`config.mk`:
```
export PLATFORM = sky130hd
export DESIGN_NAME = clb_config_frame_loader
export DESIGN_NICKNAME = d
export VERILOG_FILES = /design/src/rtl/clb_config_frame_loader.sv
export SDC_FILE = /design/constraint.sdc
export NUM_CORES = 1
export LEC_CHECK = 0
export ABC_AREA = 1
export CAP_MARGIN = 20
export CORE_ASPECT_RATIO = 1.25
export CORE_MARGIN = 4
export CORE_UTILIZATION = 25
export CTS_BUF_LIST = sky130_fd_sc_hd__clkbuf_8
export CTS_CLUSTER_SIZE = 20
export DETAILED_ROUTE_END_ITERATION = 8
export SLEW_MARGIN = 20
export SYNTH_ARGS = -nofsm -noshare
export SYNTH_HDL_FRONTEND = slang
export SYNTH_SLANG_ARGS = --single-unit
export TNS_END_PERCENT = 50
```
`constraint.sdc`:
```
create_clock -name clk -period 1 [get_ports clk]
set_input_delay 0.15 -clock clk [delete_from_list [all_inputs] [get_ports clk]]
set_output_delay 0.15 -clock clk [all_outputs]
set_load 0.02 [all_outputs]
```
`src/rtl/clb_config_frame_loader.sv`:
```
// Serial config frame loader for one CLB: shifts the bitstream while holding the daisy-chain token, then commits to a shadow register.
// Optional FRAME_PARITY_EN appends an even-parity bit per frame and blocks the commit of a frame that fails it.
module clb_config_frame_loader #(
    parameter int NUM_LUT_IN = 4,
    parameter int SEL_W      = 6,
    parameter int CYGEN_W    = 3
) (
    input  logic                        clk,
    input  logic                        reset,
    input  logic                        bit_in,
    input  logic                        prgm_b,
    input  logic                        CLB_prgm_b,
    input  logic                        CLB_prgm_b_in,
    output logic                        CLB_prgm_b_out,
    output logic                        config_data_out,
    output logic [NUM_LUT_IN*SEL_W-1:0] interconnect_config,
    output logic [SEL_W-1:0]            Bypass_inp_conf,
    output logic [SEL_W-1:0]            data_line_conf,
    output logic [CYGEN_W-1:0]          CY_GEN_MUX,
    output logic                        CYO_SEL_MUX,
    output logic                        SUM_LUT_SEL_MUX,
    output logic                        DFF_INP_SEL_MUX,
    output logic                        config_valid,
    output logic                        frame_err,
    output logic [1:0]                  state_dbg
);
    localparam int FRAME_LEN = NUM_LUT_IN*SEL_W + 2*SEL_W + CYGEN_W + 3;
`ifdef FRAME_PARITY_EN
    localparam int FW = FRAME_LEN + 1;
`else
    localparam int FW = FRAME_LEN;
`endif
    localparam int CNT_W = $clog2(FRAME_LEN + 2);
    localparam logic [CNT_W-1:0] LAST_CNT = CNT_W'(FW - 1);

    typedef enum logic [1:0] {
        IDLE   = 2'd0,
        SHIFT  = 2'd1,
        DONE   = 2'd2,
        COMMIT = 2'd3
    } state_t;

    state_t               state;
    logic [CNT_W-1:0]     count;
    logic [FW-1:0]        frame;
    logic [FRAME_LEN-1:0] shadow;
    logic                 shift_en;
    logic [FW-1:0]        frame_next;

    // Handshake: a bit is consumed on every clock edge where the array enable and
    // the upstream token are both high; dropping either pauses without losing data.
    assign shift_en   = CLB_prgm_b & CLB_prgm_b_in;
    assign frame_next = {frame[FW-2:0], bit_in};
    assign state_dbg  = state;

`ifdef FRAME_PARITY_EN
    logic parity_err;
    assign frame_err = parity_err;
`else
    assign frame_err = 1'b0;
`endif

    always_ff @(posedge clk) begin
        if (reset) begin
            state           <= IDLE;
            count           <= '0;
            frame           <= '0;
            shadow          <= '0;
            config_valid    <= 1'b0;
            CLB_prgm_b_out  <= 1'b0;
            config_data_out <= 1'b0;
`ifdef FRAME_PARITY_EN
            parity_err      <= 1'b0;
`endif
        end else begin
            config_data_out <= frame[FW-1];
            case (state)
                IDLE: begin
                    if (!prgm_b && shift_en) begin
                        frame <= frame_next;
                        count <= CNT_W'(1);
                        state <= SHIFT;
`ifdef FRAME_PARITY_EN
                        parity_err <= 1'b0;
`endif
                    end
                end
                SHIFT: begin
                    if (prgm_b) begin
                        // Stream ended before a full frame arrived: drop the partial load.
                        state <= IDLE;
                        count <= '0;
                    end else if (shift_en) begin
                        frame <= frame_next;
                        count <= count + 1'b1;
                        if (count == LAST_CNT) begin
                            state <= DONE;
`ifdef FRAME_PARITY_EN
                            parity_err <= ^frame_next;
`endif
                        end
                    end
                end
                DONE: begin
                    CLB_prgm_b_out <= 1'b1;
                    if (prgm_b && !CLB_prgm_b) begin
                        state <= COMMIT;
                    end
                end
                COMMIT: begin
`ifdef FRAME_PARITY_EN
                    if (!parity_err) begin
                        shadow       <= frame[FW-1:1];
                        config_valid <= 1'b1;
                    end
`else
                    shadow       <= frame;
                    config_valid <= 1'b1;
`endif
                    CLB_prgm_b_out <= 1'b0;
                    count          <= '0;
                    state          <= IDLE;
                end
                default: state <= IDLE;
            endcase
        end
    end

    // First bit received lands in the MSB; the last bit ends up in interconnect_config[0].
    assign DFF_INP_SEL_MUX     = shadow[FRAME_LEN-1];
    assign SUM_LUT_SEL_MUX     = shadow[FRAME_LEN-2];
    assign CYO_SEL_MUX         = shadow[FRAME_LEN-3];
    assign CY_GEN_MUX          = shadow[FRAME_LEN-4 -: CYGEN_W];
    assign Bypass_inp_conf     = shadow[FRAME_LEN-4-CYGEN_W -: SEL_W];
    assign data_line_conf      = shadow[FRAME_LEN-4-CYGEN_W-SEL_W -: SEL_W];
    assign interconnect_config = shadow[NUM_LUT_IN*SEL_W-1:0];

endmodule

```
Yosys cells after proc, flatten, opt, wreduce, memory -nomap -nowiden
Cells that the tools add are included.
Widths: inputs -> output; s select.
{"block": "classes", "n_addsub": 1, "eq_ne": 10, "muxes": 15, "n_bitwise": 1, "n_reduce_logical": 11}
{"cell": "$mux 42", "n": 3}
{"cell": "$pmux 42 s2", "n": 1}
{"cell": "$mux 6", "n": 3}
{"cell": "$pmux 6 s3", "n": 1}
{"cell": "$mux 2", "n": 5}
{"cell": "$ne 2x2->1 const B", "n": 4}
{"cell": "$pmux 2 s4", "n": 1}
{"cell": "$reduce_and 4->1", "n": 2}
{"cell": "$add 6x1->6 const B", "n": 1}
{"cell": "$eq 6x6->1 const B", "n": 1}
{"cell": "$ne 3x3->1 const B", "n": 2}
{"cell": "$eq 2x2->1 const B", "n": 2}
{"cell": "$reduce_bool 2->1", "n": 2}
{"cell": "$reduce_and 3->1", "n": 1}
{"cell": "$reduce_bool 3->1", "n": 1}
{"cell": "$eq 2x1->1 const B", "n": 1}
{"cell": "$logic_and 1x1->1", "n": 2}
{"cell": "$logic_not 1->1", "n": 2}
{"cell": "$logic_not 2->1", "n": 1}
{"cell": "$pmux 1 s2", "n": 1}
{"cell": "$and 1x1->1", "n": 1}
{"block": "word_totals", "regBits": 95, "output_inout_bits": 48}

Depth between registers and ports, before layout
{"block": "logic_depth", "depth_word": 5, "depth_mapped": 10, "depth_no_buf": 10}

Worst setup path after synthesis
OpenSTA, ideal clock, no wires.
{"block": "synth_timing", "path_kind": "flip-flop to flip-flop", "from": "reg with a tool-made name", "to": "reg state[0] (netlist: state_dbg[0])", "setup_ns": 0.112, "t_arrival_ns": 1.208, "required_ns": 0.888, "slack_ns": -0.320, "stages_incl_launch_ff": 7, "path_buffers": 0, "path_cell_list": "dfxtp_1 > nand2_1 > nand3_1 > nand2_1 > nand3b_1 > nor2_1 > nor2_1"}
{"element": "end signal: assignment", "line": "65", "rtl": "state <= IDLE;"}
{"element": "end signal: assignment", "line": "82", "rtl": "state <= SHIFT;"}
{"element": "end signal: assignment", "line": "91", "rtl": "state <= IDLE;"}
{"element": "end: declaration", "line": "43", "rtl": "state_t state;"}

==> impl_metrics.tcl <==
set metrics [dict create \
    die_w_um 113 \
    min_path_type "primary input to register" \
    synth_cell_types 24 \
    fin_crit_ns 1.18 \
    grt_setup_unrepaired "true" \
    fp.dieH_um 140 \
    numPortBuffers 52 \
    cts-buffers-inserted 9 \
    num_rows 47 \
    synthesis.nets 460 \
    hp-start "bit_in" \
    critPathArrivalTime_ns 1.43 \
    ys_seq_elements 95 \
    netSwitchingPower_mw 1.66 \
    dp_hpwl_um 5410 \
    clock_power_share 0.394 \
    synthAdderAreaFrac 0.00722 \
    via_per_inst 4.35 \
    finalSetupViolCount 95 \
    start_util 0.259 \
    swShare 0.223 \
    syn_avg_cell_area_um2 7.67 \
    reg2reg_to "count[2]" \
    grtUsageMet3 0.0274 \
    layout.nets 527 \
    synth_top_family_by_area "simple AND/OR/NAND/NOR gates" \
    final_hold_viol_count 0 \
    crit_required_ns 1.25 \
    routed_wl_um 7880 \
    syn-instance-count 452 \
    drive_gt1_frac 0.315 \
    drcViolationCount 0 \
    cts_hold_buffers 0 \
    whs_endpoint "frame[0]" \
    n_fill_cell 1401 \
    routedWlPerCell_um 11.3 \
    core_mm2 0.0134 \
    cts_max_path_buffers 2 \
    antenna_cells 0 \
    skew_ns 0.0102 \
    grt_pass1_vias 2871 \
    top_usage_layer "met2" \
    maxCapViolations 0 \
    async_flop_share 0 \
    outcome "complete, but fails checks" \
    drv_slew 0 \
    synth_flop_cell "dfxtp_1" \
    fin_ws_ns -0.183 \
    end_kind "register" \
    synth-edff-count 0 \
    power_frac_seq 0.531 \
    area_delta_synth_final_pct 40.1 \
    period_share 1.18 \
    num_vias 3026 \
    layout_commonest_cell "nor2_1" \
    yosysWarnings 0 \
    p_leak_nw 1.93 \
    synth_simple_gate_area_frac 0.245 \
    clk_latency_ns 0.35 \
    seq_area_frac_synth 0.548 \
    grt_usage 0.0999 \
    synth-compound-area-share 0.141 \
    drt_iter0_markers 205 \
    hold_depth 3 \
    utilization 0.362 \
    finalPower_mw 7.43 \
    worstPathMaxFanout 5 \
    antenna_left 0 \
    p_per_area_mw_per_mm2 1530 \
    grt-ovfl-total 0 \
    gr-usage-met1 0.122 \
    cts_tree "yes" \
    h-tree-depth 3 \
    grtUsageMet2 0.167 \
    dieArea_mm2 0.0158 \
    intPower_mw 5.77 \
    ir_worst_vdd_uv 885 \
    share_comb_of_total_power 0.074 \
    path_clk_slew_ns 0.09 \
    r2r_slack_ns -0.18 \
    muxShareOfSynthArea 0 \
    antenna_found_initial 0 \
    synth_xor_xnor_area_share 0 \
    cts_root_buf "clkbuf_8" \
    max_freq_ghz 0.845 \
    final_cell_mix "nor2_1, o21ai_0, buf_6" \
    start_kind "register" \
    place.gp.congestion 0.771 \
    r2r_cells 8 \
    clkSinkCount 95 \
    grt_pass1_wl_um 13200 \
    failed_checks "negative setup slack" \
    netlist_area_mm2 0.00347 \
    timing_worst_setup_path_type "register to register" \
    grt_max_degree 33 \
    io_pins 54 \
    drtPass1Iterations 6 \
]
[power groups by stage]
stage / combinational [mW] / sequential, mW / clock (mW)
after floorplan: 0.321 / 4.03 / 0
after global placement: 0.511 / 4.03 / 0
after detailed placement: 0.521 / 4.03 / 0
after CTS: 0.537 / 3.95 / 3.04
after global routing: 0.625 / 3.97 / 3.18
final: 0.552 / 3.95 / 2.93
[layer usage]
| layer | vias to the layer above | wire length [um] |
|---|---|---|
| met5 | - | 0 |
| li1 | 1571 | - |
| met3 | 10 | 387 |
| met1 | 1396 | 3420 |
| met4 | 0 | 136 |
| met2 | 49 | 3930 |
[kinds of logic (layout without fill, tap and decap cells)]
group / Yosys count / count (layout)
other: 1 / 1
flip-flops: 95 / 95
adder cells (fa/ha/maj): 2 / 2
buffers and inverters: 44 / 116
AO/OA/AOI/OAI: 96 / 96
AND/OR/NAND/NOR: 214 / 214
[stage by stage]
step	worst slack (ns)	area (um2)	hold slack [ns]	setup TNS (ns)	instances
after floorplan	-0.0629	3500	0.209	-2.68	452
after global placement	-0.447	4400	0.454	-34.83	675
after detailed placement	-0.482	4400	0.466	-35.96	675
after CTS	-0.150	4700	0.438	-8.12	694
after global routing	-0.253	4860	0.447	-13.80	695
final	-0.183	4860	0.452	-7.31	695
[layout make-up]
class                   instances  area (um2)  share of cell area
clock buffers                   9         124              0.0255
clock inverters                 7         113              0.0232
inverters                      18        72.6              0.0149
multi-input cells             313        1440               0.296
flip-flops and latches         95        1970               0.406
well taps                     171         214              0.0440
repair buffers                 82         922               0.190
[worst max path at each step]
stage	slack (ns)	start	depth (start not counted)	end
floorplan	-0.06	register	9	count[2]
global placement	-0.45	prgm_b	10	count[2]
detailed placement	-0.48	prgm_b	8	count[3]
CTS	-0.15	register	9	count[2]
global route	-0.25	register	8	count[2]
finish	-0.18	register	8	count[2]
[worst max-delay path, stage by stage, from the launching register on]
cell and delay, ns:
dfxtp_4 0.37, nor2_4 0.13, nand2_4 0.11, nand2_4 0.10, nand2_4 0.08, inv_4 0.09, nand3_1 0.09, nand2_1 0.08
nor2_1 0.03
[sequential cells by signal (all words and copies together) (netlist names), named ones only]
name / count
shadow: 42
state_dbg: 1
CLB_prgm_b_out: 1
config_data_out: 1
count: 6
config_valid: 1
frame: 42
[cells in the mapped netlist, types with 2 or more instances]
library cell / n / area share
nand2_2: 2 / 0.0036
buf_4: 4 / 0.0087
buf_6: 2 / 0.0065
buf_2: 4 / 0.0058
nand3b_1: 2 / 0.0043
ha_1: 2 / 0.0072
o21ai_0: 87 / 0.13
clkbuf_1: 15 / 0.016
nand2_1: 21 / 0.023
nand4_1: 3 / 0.0054
nand3_1: 7 / 0.010
a21oi_1: 6 / 0.0087
inv_1: 15 / 0.016
inv_2: 3 / 0.0032
nor2_1: 176 / 0.19
dfxtp_1: 95 / 0.55
[repair_timing]
action | in CTS | in global routing
endpoints found under the setup margin | 140 | 139
gates resized for setup | 310 | 62
pin swaps | 2 | 5
buffers inserted | 3 | 1
No activity file was read; power rests on OpenSTA's default activity.
